==> src/rtl/crc_pkg.sv <==
// Shared definitions for the CRC core: register map, CTRL bit positions and FSM states.
// Also provides a helper that assembles the CTRL read value.
package crc_pkg;

    localparam logic [31:0] AddrData  = 32'h0000_0000;
    localparam logic [31:0] AddrGpoly = 32'h0000_0004;
    localparam logic [31:0] AddrCtrl  = 32'h0000_0008;

    localparam int unsigned CtrlTcrc = 24;
    localparam int unsigned CtrlWas  = 25;
    localparam int unsigned CtrlOvr  = 26;
    localparam int unsigned CtrlBusy = 27;

    typedef enum logic {
        StIdle,
        StRun
    } crc_state_e;

    function automatic logic [31:0] ctrl_word(input logic tcrc, input logic was,
                                              input logic ovr, input logic busy);
        logic [31:0] w;
        w           = '0;
        w[CtrlTcrc] = tcrc;
        w[CtrlWas]  = was;
        w[CtrlOvr]  = ovr;
        w[CtrlBusy] = busy;
        return w;
    endfunction

endpackage

==> src/rtl/crc_byte_step.sv <==
// Combinational one-byte CRC update, MSB first, in 32-bit or 16-bit mode.
// In 16-bit mode only poly[15:0] is used and the result is masked to 16 bits.
module crc_byte_step (
    input  logic [31:0] crc,
    input  logic [7:0]  data_byte,
    input  logic [31:0] poly,
    input  logic        tcrc,
    output logic [31:0] crc_next
);

    logic [31:0] c;
    logic        fb;

    always_comb begin
        c  = crc;
        fb = 1'b0;
        for (int i = 7; i >= 0; i--) begin
            if (tcrc) begin
                fb = c[31] ^ data_byte[i];
                c  = {c[30:0], 1'b0} ^ (fb ? poly : 32'h0);
            end else begin
                fb = c[15] ^ data_byte[i];
                c  = {16'h0, c[14:0], 1'b0} ^ (fb ? {16'h0, poly[15:0]} : 32'h0);
            end
        end
        crc_next = c;
    end

endmodule

==> src/rtl/crc_core.sv <==
// Register-mapped CRC engine: DATA/GPOLY/CTRL registers and a byte-serial FSM
// that folds one 32-bit word into the CRC over four cycles.
module crc_core
    import crc_pkg::*;
#(
    parameter logic [31:0] RESET_SEED = 32'hFFFF_FFFF,
    parameter logic [31:0] RESET_POLY = 32'h04C1_1DB7
) (
    input  logic        clk,
    input  logic        rst,
    input  logic [31:0] addr,
    input  logic [31:0] data_wr,
    input  logic        rw,
    input  logic        sel,
    output logic [31:0] data_rd,
    output logic        busy
);

    crc_state_e  state_q;
    logic [1:0]  byte_cnt_q;
    logic [31:0] word_q;
    logic [31:0] crc_q;
    logic [31:0] gpoly_q;
    logic        tcrc_q;
    logic        was_q;
    logic        ovr_q;

    logic        rd_en;
    logic        wr_data;
    logic        wr_gpoly;
    logic        wr_ctrl;
    logic        set_ovr;
    logic        clr_ovr;
    logic [31:0] rd_val;
    logic [31:0] crc_step;

    assign busy = (state_q == StRun);

    crc_byte_step u_byte_step (
        .crc       (crc_q),
        .data_byte (word_q[31:24]),
        .poly      (gpoly_q),
        .tcrc      (tcrc_q),
        .crc_next  (crc_step)
    );

    always_comb begin
        rd_en    = sel & ~rw;
        wr_data  = sel & rw & (addr == AddrData);
        wr_gpoly = sel & rw & (addr == AddrGpoly);
        wr_ctrl  = sel & rw & (addr == AddrCtrl);
        set_ovr  = wr_data & busy;
        clr_ovr  = wr_ctrl & data_wr[CtrlOvr];
        rd_val   = 32'h0;
        if (addr == AddrData) begin
            rd_val = crc_q;
        end else if (addr == AddrGpoly) begin
            rd_val = gpoly_q;
        end else if (addr == AddrCtrl) begin
            rd_val = ctrl_word(tcrc_q, was_q, ovr_q, busy);
        end
    end

    always_ff @(posedge clk or negedge rst) begin
        if (!rst) begin
            state_q    <= StIdle;
            byte_cnt_q <= 2'd0;
            word_q     <= 32'h0;
            crc_q      <= RESET_SEED;
            gpoly_q    <= RESET_POLY;
            tcrc_q     <= 1'b0;
            was_q      <= 1'b0;
            ovr_q      <= 1'b0;
            data_rd    <= 32'h0;
        end else begin
            if (rd_en) begin
                data_rd <= rd_val;
            end

            // A set wins over a simultaneous write-1-to-clear.
            ovr_q <= set_ovr | (ovr_q & ~clr_ovr);

            if (wr_ctrl) begin
                was_q <= data_wr[CtrlWas];
                if (!busy) begin
                    tcrc_q <= data_wr[CtrlTcrc];
                end
            end

            if (wr_gpoly && !busy) begin
                gpoly_q <= data_wr;
            end

            unique case (state_q)
                StIdle: begin
                    if (wr_data) begin
                        if (was_q) begin
                            crc_q <= tcrc_q ? data_wr : {16'h0, data_wr[15:0]};
                        end else begin
                            word_q     <= data_wr;
                            byte_cnt_q <= 2'd0;
                            state_q    <= StRun;
                        end
                    end
                end
                StRun: begin
                    // word_q shifts left so the byte being folded is always word_q[31:24].
                    crc_q      <= crc_step;
                    word_q     <= {word_q[23:0], 8'h00};
                    byte_cnt_q <= byte_cnt_q + 2'd1;
                    if (byte_cnt_q == 2'd3) begin
                        state_q <= StIdle;
                    end
                end
                default: state_q <= StIdle;
            endcase
        end
    end

endmodule

==> config.mk <==
export PLATFORM = sky130hd
export DESIGN_NAME = crc_core
export DESIGN_NICKNAME = d
export VERILOG_FILES = /design/src/rtl/crc_pkg.sv /design/src/rtl/crc_byte_step.sv /design/src/rtl/crc_core.sv
export SDC_FILE = /design/constraint.sdc
export NUM_CORES = 1
export LEC_CHECK = 0
export BUFFER_PORTS_ARGS = -buffer_cell sky130_fd_sc_hd__buf_2
export CELL_PAD_IN_SITES_DETAIL_PLACEMENT = 1
export CELL_PAD_IN_SITES_GLOBAL_PLACEMENT = 1
export CORE_MARGIN = 5
export CORE_UTILIZATION = 42
export DETAILED_ROUTE_END_ITERATION = 10
export PLACE_DENSITY = 0.75
export REMOVE_ABC_BUFFERS = 1
export SLEW_MARGIN = 0
export SYNTH_ARGS = -nofsm -noshare
export SYNTH_HDL_FRONTEND = slang
export SYNTH_SLANG_ARGS = --single-unit
export TNS_END_PERCENT = 30
==> constraint.sdc <==
create_clock -name clk -period 4.7 [get_ports clk]
set_input_delay 0.47 -clock clk [delete_from_list [all_inputs] [get_ports clk]]
set_output_delay 0.47 -clock clk [all_outputs]
set_load 0.02 [all_outputs]
==> run summary, run 1 <==
Status: finished, violations left
Failing checks: negative setup slack
Crit Path Max Fanout: 7
RSZ-0062 raised after global routing: true
HPWL after DPL: 29,400 um
Post-Syn Area: 11,500 um^2
DRT iter0 DRCs: 825
Rel. slew slack: 35.5%
Post-synth ARST share: 100%
GRT Overall Usage: 28.0%
Measured slew at the worst slew-check pin: 0.968 ns
DR WL/cell: 23.0 um
CP Launch Type: flop
Maximum vdd ir drop: 0.250 mV
Sequential area share after synthesis: 29.7%
Placed cells: 1,853
Final slew viol count: 0
Initial Utilization: 42.6%
Share of cells above drive strength 1: 30.9%
Final period util: 110%
Fill count: 3,216
Largest net degree at the start of global routing: 97
HP Class: primary input to asynchronous set/reset pin
Synth warnings: 0
Avg Cell Area, Syn: 8.31 um^2
Pre-Repair DR Iteration Count: 5
CTS tree: done
WP data arrival: 5.50 ns
Layout Nets: 1,621
Via density per instance: 5.91
Final instance area: 14,500 um^2
Routed Antenna Nets: 0
Initial antenna violation count: 0
N_diodes: 0
Flip-flop and latch area: 3410 um^2
Post-synth EDFFs: 0
Total die area: 30,700 um^2
Pleak: 0.00590 uW
Site row count: 60
Clock sink count: 134
Vias in the first global route: 12,000
Maximum clock frequency: 0.194 GHz
Synthesized instance count: 1,380
Area delta synth->final: 26.5%
Final hold vios: 0
Critical path type: flop to flop
Req. time, crit path: 5.03 ns
Final setup viols: 32
Crit. End Element: flop
Fin Hold WS: 0.121 ns
Vias: 11,300
Yosys reg bits: 134
Final Total Pwr: 2650 uW
Total of max-cap violations: 0
Port Buffers: 100
Multi-input logic area: 8070 um^2
Placed Area: 13,200 um^2
Num CTS Buffers: 17
PD cells: 183 nW/um^2
Post-layout util: 53.9%
Min Clock Period, post-route: 5.17 ns
Clock skew: 0.0136 ns
Die Y: 175 um
Drt drc: 0
Max clock buf depth: 2
Io pins: 101
Core area: 27,000 um^2
Clk_lat worst skew: 0.44 ns
Htree depth: 4
Final wirelength: 43,800 um
Clock-pin slew on the worst setup and hold paths: 0.07 ns
Die Wd: 175 um
GR Overflow Total: 0
Synth Flop Type: dfrtp_1
CTS root buf: clkbuf_16
Routability Congestion: 0.851
Post-synthesis cell type count: 76
Global-route wire length before repair: 68,300 um
Setup ws final: -0.467 ns
Fin cells: 1,906
## power by group
| group | total (uW) | switching [uW] | internal, uW |
|---|---|---|---|
| Clock | 1380 | 572 | 810 |
| Sequential | 1160 | 0.302 | 1160 |
| Combinational | 114 | 79.3 | 34.4 |
## worst max-delay path, stage by stage (launching register included)
cell	delay (ns)
dfstp_2	0.56
xnor3_1	0.44
a211o_1	0.28
a21o_1	0.21
a21oi_4	0.19
xnor3_2	0.38
xnor3_1	0.22
buf_4	0.15
nor2_1	0.14
mux2i_2	0.30
mux2i_2	0.37
buf_4	0.20
mux2i_2	0.28
xnor2_2	0.15
xnor2_4	0.27
nor2_4	0.08
xor2_4	0.20
buf_12	0.18
a211o_1	0.28
o211ai_1	0.17
## cells in the final DEF, fill, tap and decap left out, types with 18 or more instances in the layout
| master | instances |
|---|---|
| clkbuf_16 | 18 |
| nand2_1 | 342 |
| mux2_2 | 34 |
| xnor2_2 | 18 |
| buf_4 | 154 |
| xnor2_1 | 183 |
| a21oi_1 | 35 |
| a211o_1 | 21 |
| xor2_1 | 41 |
| nand3_1 | 25 |
| nand4_1 | 23 |
| dfstp_2 | 46 |
| o211ai_1 | 23 |
| nor2_1 | 24 |
| and3_1 | 27 |
| o31ai_1 | 32 |
| buf_2 | 99 |
| dfrtp_1 | 86 |
| mux2i_1 | 63 |
| o21ai_0 | 34 |
## layout make-up
cell class / instances / share of cell area (%)
inverter: 10 / 0.259
tap: 341 / 2.94
sequential: 134 / 23.5
multi-input combinational: 1115 / 55.6
clock inverter: 11 / 0.853
clock buffer: 21 / 3.17
timing repair buffer: 274 / 13.6
## logic make-up after synthesis
family	Yosys count	synth area share (%)
AND/OR/NAND/NOR	537	21.8
XOR/XNOR	261	21.6
AO/OA/AOI/OAI	213	12.6
flip-flops	134	29.7
buffers and inverters	131	4.67
multiplexers	103	9.47
adder cells (fa/ha/maj)	1	0.109
## per-stage QoR
step | setup TNS, ns | setup WS, ns
2_1_floorplan | -100.81 | -2.05
3_3_place_gp | -14.05 | -0.516
3_5_place_dp | -18.36 | -0.640
4_1_cts | -6.41 | -0.246
5_1_grt | -16.56 | -0.631
6_report | -11.28 | -0.467
## synth_stat cells (8+ instances only)
| cell | n | area [um^2] |
|---|---|---|
| a211o_1 | 21 | 184 |
| a21oi_1 | 39 | 195 |
| a22oi_1 | 9 | 67.6 |
| and3_1 | 30 | 188 |
| buf_1 | 11 | 41.3 |
| buf_2 | 8 | 40.0 |
| clkbuf_1 | 97 | 364 |
| dfrtp_1 | 88 | 2200 |
| dfstp_2 | 46 | 1210 |
| inv_1 | 10 | 37.5 |
| mux2_2 | 34 | 383 |
| mux2i_1 | 66 | 661 |
| nand2_1 | 343 | 1290 |
| nand3_1 | 30 | 150 |
| nand4_1 | 23 | 144 |
| nor2_1 | 26 | 97.6 |
| nor3_1 | 13 | 65.1 |
| nor4_1 | 16 | 100 |
| o211ai_1 | 23 | 173 |
| o21ai_0 | 36 | 180 |
| o21ai_1 | 13 | 65.1 |
| o31ai_1 | 33 | 248 |
| xnor2_1 | 199 | 1740 |
| xor2_1 | 46 | 403 |
## layer usage
| layer | vias to the layer above | part of all wire, % | global-route usage [%] |
|---|---|---|---|
| met5 | - | 0 | 0 |
| met4 | 0 | 3.7 | 11.6 |
| met3 | 102 | 4.3 | 3.81 |
| met2 | 373 | 50 | 48.1 |
| met1 | 5730 | 42 | 35.5 |
| li1 | 5058 | - | - |
## final timing paths
kind                                    startpoint                 endpoint  slack, ns  cells after the start
hold reg to reg            data_rd[24]$_DFFE_PN0P_  data_rd[24]$_DFFE_PN0P_       0.47                      2
setup / recovery             crc_q[30]$_DFFE_PN1P_    crc_q[29]$_DFFE_PN1P_      -0.47                     19
max in group asynchronous                      rst     crc_q[6]$_DFFE_PN1P_       3.40                      2
hold / removal                                 rst  data_rd[22]$_DFFE_PN0P_       0.12                      1
setup reg to reg             crc_q[30]$_DFFE_PN1P_    crc_q[29]$_DFFE_PN1P_      -0.47                     19
min in group clk                        data_wr[1]    word_q[1]$_DFFE_PN0P_       0.29                      3
## repair_timing
item	in CTS	in global routing
setup buffers	17	4
pin swaps	37	19
endpoints found under the setup margin	32	32
gates cloned	0	1
resized for setup	60	36
hold buffers	0	0
## state kept, by name, summed over array words and instances (netlist names)
signal	count
busy	1
word_q	32
was_q	1
byte_cnt_q	2
ovr_q	1
data_rd	32
tcrc_q	1
crc_q	32
gpoly_q	32
Power figures use the tool's default switching activity.
==> inputs of run 2 (changes only) <==
--- a/config.mk
+++ b/config.mk
@@ -6,12 +6,10 @@
 export NUM_CORES = 1
 export LEC_CHECK = 0
 export BUFFER_PORTS_ARGS = -buffer_cell sky130_fd_sc_hd__buf_2
-export CELL_PAD_IN_SITES_DETAIL_PLACEMENT = 1
-export CELL_PAD_IN_SITES_GLOBAL_PLACEMENT = 1
 export CORE_MARGIN = 5
-export CORE_UTILIZATION = 42
+export CORE_UTILIZATION = 60
 export DETAILED_ROUTE_END_ITERATION = 10
-export PLACE_DENSITY = 0.75
+export PLACE_DENSITY = 0.77
 export REMOVE_ABC_BUFFERS = 1
 export SLEW_MARGIN = 0
 export SYNTH_ARGS = -nofsm -noshare
==> constraint.sdc (replaced) <==
create_clock -name clk -period 5.4 [get_ports clk]
set_input_delay 0.54 -clock clk [delete_from_list [all_inputs] [get_ports clk]]
set_output_delay 0.54 -clock clk [all_outputs]
set_load 0.02 [all_outputs]
==> run 2 against run 1 <==
The flow now finishes without violations. Critical path depth shrank 2. Combinational power decreased by 16%. Via count is 7.0% lower. Hold slack better by 0.047 ns. Global-route usage rose by 2.5 points. Power is 17% lower. Critical endpoint unchanged. Highest routed layer is now met5.
==> run summary, run 2 (synthesis results as in run 1) <==
Vias in the first global route: 10,100
Final setup viols: 0
Final TNS setup: 0 ns
CP Launch Type: flop
Post-layout util: 69.4%
Die Y: 148 um
Final instance area: 13,000 um^2
Site row count: 50
Critical path type: flop to flop
Final period util: 96.5%
Min Clock Period, post-route: 5.21 ns
Pleak: 0.00520 uW
Vias: 10,500
Total of max-cap violations: 0
Rel. slew slack: 35.8%
Final hold vios: 0
Clock-pin slew on the worst setup and hold paths: 0.06 ns
Total die area: 22,000 um^2
GRT Overall Usage: 30.5%
Measured slew at the worst slew-check pin: 0.960 ns
Area delta synth->final: 13.5%
Fin Hold WS: 0.169 ns
Final slew viol count: 0
Io pins: 101
Share of cells above drive strength 1: 22.7%
CTS root buf: clkbuf_16
Crit Path Max Fanout: 32
Core area: 18,800 um^2
Clk_lat worst skew: 0.43 ns
N_diodes: 0
Status: finished, final reports clean
Placed Area: 12,200 um^2
Max clock buf depth: 2
Drt drc: 0
Htree depth: 4
Req. time, crit path: 5.74 ns
DR WL/cell: 19.9 um
Port Buffers: 100
Clock skew: 0.0122 ns
Global-route wire length before repair: 53,800 um
Routed Antenna Nets: 0
CTS tree: done
Crit. End Element: flop
Fin cells: 1,688
Final wirelength: 33,600 um
PD cells: 169 nW/um^2
Largest net degree at the start of global routing: 92
Initial Utilization: 61.1%
Pre-Repair DR Iteration Count: 5
HP Class: primary input to asynchronous set/reset pin
Maximum clock frequency: 0.192 GHz
Die Wd: 148 um
Post-CTS Hold Fix Bufs: 0
WP data arrival: 5.56 ns
Clock sink count: 134
Initial antenna violation count: 1
Placed cells: 1,647
Maximum vdd ir drop: 0.288 mV
Routability Congestion: 0.929
Fill count: 1,451
Most common cell after layout, fill and taps aside: nand2_1
HPWL after DPL: 23,200 um
Layout Nets: 1,510
GR Overflow Total: 0
DRT iter0 DRCs: 958
Via density per instance: 6.21
Num CTS Buffers: 17
Commonest non-fill, non-tap cells in the layout: nand2_1 (343), xnor2_1 (195), buf_2 (99)
-- run 2: area by class of cell --
class	instances	area, um^2	area share (%)
Clock inverter	11	88.8	0.682
Clock buffer	21	470	3.61
Sequential cell	134	3420	26.3
Timing Repair Buffer	163	1000	7.70
Inverter	10	41.3	0.317
Multi-Input combinational cell	1115	7710	59.2
Tap cell	234	293	2.25
-- run 2: stage by stage --
step | worst slack, ns | total power [uW]
global placement | 0.144 | 1120
CTS | 0.0153 | 2210
detailed placement | 0.00289 | 1120
floorplan | -1.35 | 1040
finish | 0.187 | 2210
global route | -0.0506 | 2270
-- run 2: worst paths after layout --
kind                                    startpoint                 endpoint  slack, ns  cells past startpoint
setup / recovery             crc_q[31]$_DFFE_PN1P_    crc_q[29]$_DFFE_PN1P_       0.19                     17
hold / removal                                 rst  data_rd[22]$_DFFE_PN0P_       0.17                      1
setup reg to reg             crc_q[31]$_DFFE_PN1P_    crc_q[29]$_DFFE_PN1P_       0.19                     17
hold reg to reg            data_rd[30]$_DFFE_PN0P_  data_rd[30]$_DFFE_PN0P_       0.47                      2
max in group asynchronous                      rst   word_q[30]$_DFFE_PN0P_       4.06                      2
min in group clk                        data_wr[7]    word_q[7]$_DFFE_PN0P_       0.38                      3
-- run 2: critical path: stages, from the launching register on --
cell	delay [ns]
dfstp_2	0.64
xnor2_2	0.14
or4b_4	0.56
nand4_4	0.11
xnor2_4	0.15
xnor3_2	0.40
xnor3_1	0.41
or3_1	0.38
a211o_1	0.32
and2_1	0.19
a31o_1	0.18
or4b_4	0.55
xnor2_4	0.22
nor2_1	0.10
xor2_2	0.17
buf_12	0.18
a211o_1	0.32
o211ai_1	0.09
-- run 2: what timing repair did --
item                                    CTS  global route
pin swaps                                 0             3
endpoints found under the setup margin    8            32
hold endpoints to repair                  0             0
setup buffers                             0             9
resized for setup                         1            27
-- run 2: metal layers --
layer | track usage, % | part of all wire [%]
met1 | 40.2 | 40
met2 | 50.4 | 49
met3 | 5.51 | 7.5
met4 | 11.3 | 3.2
met5 | 0 | 0.033
-- run 2: power breakdown --
group          internal [uW]  switching (uW)
logic                   29.9            65.6
registers               1010           0.353
clock network            630             474
==> inputs of run 3 (changes only) <==
--- a/config.mk
+++ b/config.mk
@@ -5,11 +5,12 @@
 export SDC_FILE = /design/constraint.sdc
 export NUM_CORES = 1
 export LEC_CHECK = 0
+export ABC_AREA = 1
 export BUFFER_PORTS_ARGS = -buffer_cell sky130_fd_sc_hd__buf_2
 export CORE_MARGIN = 5
 export CORE_UTILIZATION = 60
 export DETAILED_ROUTE_END_ITERATION = 10
-export PLACE_DENSITY = 0.77
+export PLACE_DENSITY = 0.78
 export REMOVE_ABC_BUFFERS = 1
 export SLEW_MARGIN = 0
 export SYNTH_ARGS = -nofsm -noshare
==> run 3 against run 2 <==
Largest cell class unchanged. Synthesized area down 6.4%. Highest routed layer is now met4. Sequential share of layout area up 1.9 points. Combinational power rose by 76%. Final cell count up 7.3%. Largest power group unchanged.
==> run summary, run 3 <==
CP Launch Type: flop
Htree depth: 4
Clock sink count: 134
Measured slew at the worst slew-check pin: 1.17 ns
Die Y: 144 um
Area delta synth->final: 13.0%
Top cell type by total area after synthesis: dfrtp_1
Final instance area: 12,100 um^2
Drt drc: 0
Setup ws final: 0.457 ns
Final wirelength: 31,200 um
Synth warnings: 0
Critical-path top delay cell: dfstp_2
Post-synthesis cell type count: 42
Post-synth EDFFs: 0
Crit. End Element: flop
Synth Flop Type: dfrtp_1
Commonest non-fill, non-tap cells in the layout: nand2_1 (389), nand3_1 (190), xor2_1 (125)
Die Wd: 144 um
Post-CTS Hold Fix Bufs: 0
HPWL after DPL: 21,100 um
CTS root buf: clkbuf_16
HP Class: primary input to asynchronous set/reset pin
Pleak: 0.00522 uW
Min Clock Period, post-route: 4.94 ns
Crit Path Max Fanout: 18
Initial Utilization: 60.4%
Placed cells: 1,758
Num CTS Buffers: 17
Status: finished, final reports clean
Maximum vdd ir drop: 0.215 mV
Largest net degree at the start of global routing: 95
Crit path largest cell delay: 0.53 ns
Pre-CTS setup slack: -0.0184 ns
Vias in the first global route: 9,752
Core area: 17,800 um^2
CTS tree: done
Initial antenna violation count: 0
Clock-pin slew on the worst setup and hold paths: 0.07 ns
Final hold vios: 0
Req. time, crit path: 5.77 ns
Total of max-cap violations: 0
N_diodes: 0
GRT Overall Usage: 29.6%
Maximum clock frequency: 0.202 GHz
Site row count: 49
Routability Congestion: 0.911
PD cells: 193 nW/um^2
Port Buffers: 100
Post-layout util: 68.3%
Total die area: 20,700 um^2
Final slew viol count: 0
Largest cells by area after synthesis: dfrtp_1 (21%), nand2_1 (14%), dfstp_2 (11%), xor2_1 (10%), nand3_1 (8.9%)
WP data arrival: 5.31 ns
Pre-Repair DR Iteration Count: 5
Final period util: 91.5%
Most frequent CP cell: nand2_1
Clk_lat worst skew: 0.44 ns
Clock skew: 0.0146 ns
Share of cells above drive strength 1: 20.4%
Post-synth ARST share: 100%
Avg Cell Area, Syn: 7.13 um^2
Vias: 10,500
Fin Hold WS: 0.227 ns
Synthesized instance count: 1,507
Critical path type: flop to flop
Fin cells: 1,811
Layout Nets: 1,638
Via density per instance: 5.78
Global-route wire length before repair: 49,000 um
GR Overflow Total: 0
Synth top area share: 20.5%
Most common cell after layout, fill and taps aside: nand2_1
DRT iter0 DRCs: 998
Io pins: 101
DR WL/cell: 17.2 um
Placed Area: 11,300 um^2
Yosys reg bits: 134
Commonest cells post-synth: nand2_1 (389), nand3_1 (191), xor2_1 (125)
Sequential area share after synthesis: 31.8%
Routed Antenna Nets: 0
Final setup viols: 0
Rel. slew slack: 21.7%
Most common cell in the synthesized netlist: nand2_1
Post-Syn Area: 10,700 um^2
Max clock buf depth: 2
## run 3: stage by stage
| step | total power [uW] | TNS (ns) |
|---|---|---|
| floorplan | 1140 | 0 |
| global placement | 1230 | 0 |
| detailed placement | 1230 | -0.0579 |
| CTS | 2350 | 0 |
| global route | 2410 | -0.0173 |
| finish | 2340 | 0 |
## run 3: cells by family (layout without fill, tap and decap cells)
logic type / Yosys count / in the layout / synth area share [%]
simple gates: 766 / 768 / 32.2
buf+inv: 229 / 302 / 8.67
flops: 134 / 134 / 31.8
compound gates: 161 / 161 / 9.18
fa+ha+maj: 1 / 1 / 0.117
mux: 15 / 15 / 1.57
xor+xnor: 201 / 201 / 16.5
## run 3: final cells by class
cell class,count,area [um^2]
clock buffer,19,443
clock inverter,13,115
fill,1544,5640
inverter,127,482
multi-input combinational,1146,6560
sequential,134,3410
tap,229,287
timing repair buffer,143,842
## run 3: path summary, 6_finish.rpt
kind	cells after the start	startpoint	end	slack, ns
worst max-delay path	42	crc_q[31]$_DFFE_PN1P_	crc_q[3]$_DFFE_PN1P_	0.46
worst min-delay path	1	rst	data_rd[30]$_DFFE_PN0P_	0.23
worst max register to register	42	crc_q[31]$_DFFE_PN1P_	crc_q[3]$_DFFE_PN1P_	0.46
worst min register to register	2	word_q[4]$_DFFE_PN0P_	word_q[4]$_DFFE_PN0P_	0.48
max in group asynchronous	2	rst	busy$_DFF_PN0_	4.07
min in group clk	3	data_wr[12]	gpoly_q[12]$_DFFE_PN1P_	0.34
## run 3: repair_timing
action                                  CTS  global route
setup buffers                             0            19
cloned                                    0             2
pin swaps                                 0            10
endpoints found under the setup margin   23            32
resized for setup                         2            16
## run 3: metal layers
| metal | part of all wire (%) | wire length (um) | global-route usage [%] |
|---|---|---|---|
| met2 | 47 | 14800 | 49.4 |
| met3 | 7.7 | 2410 | 4.99 |
| met4 | 3.9 | 1210 | 12.4 |
| met5 | 0 | 0 | 0 |
| met1 | 41 | 12800 | 38.2 |
## run 3: report_power, final
| group | total [uW] | internal (uW) | leakage, uW | switching (uW) |
|---|---|---|---|---|
| Sequential | 1040 | 1030 | 0.00156 | 11.4 |
| Clock | 1130 | 615 | 0.000277 | 514 |
| Combinational | 168 | 58.1 | 0.00338 | 110 |
## run 3: critical path: cells and delay by family, from the launching register on
kind	cells	cell delay, ns
AOI/OAI and AO/OA	2	0.30
and+or+nand+nor	37	3.61
DFF	1	0.53
buffers and inverters	3	0.41
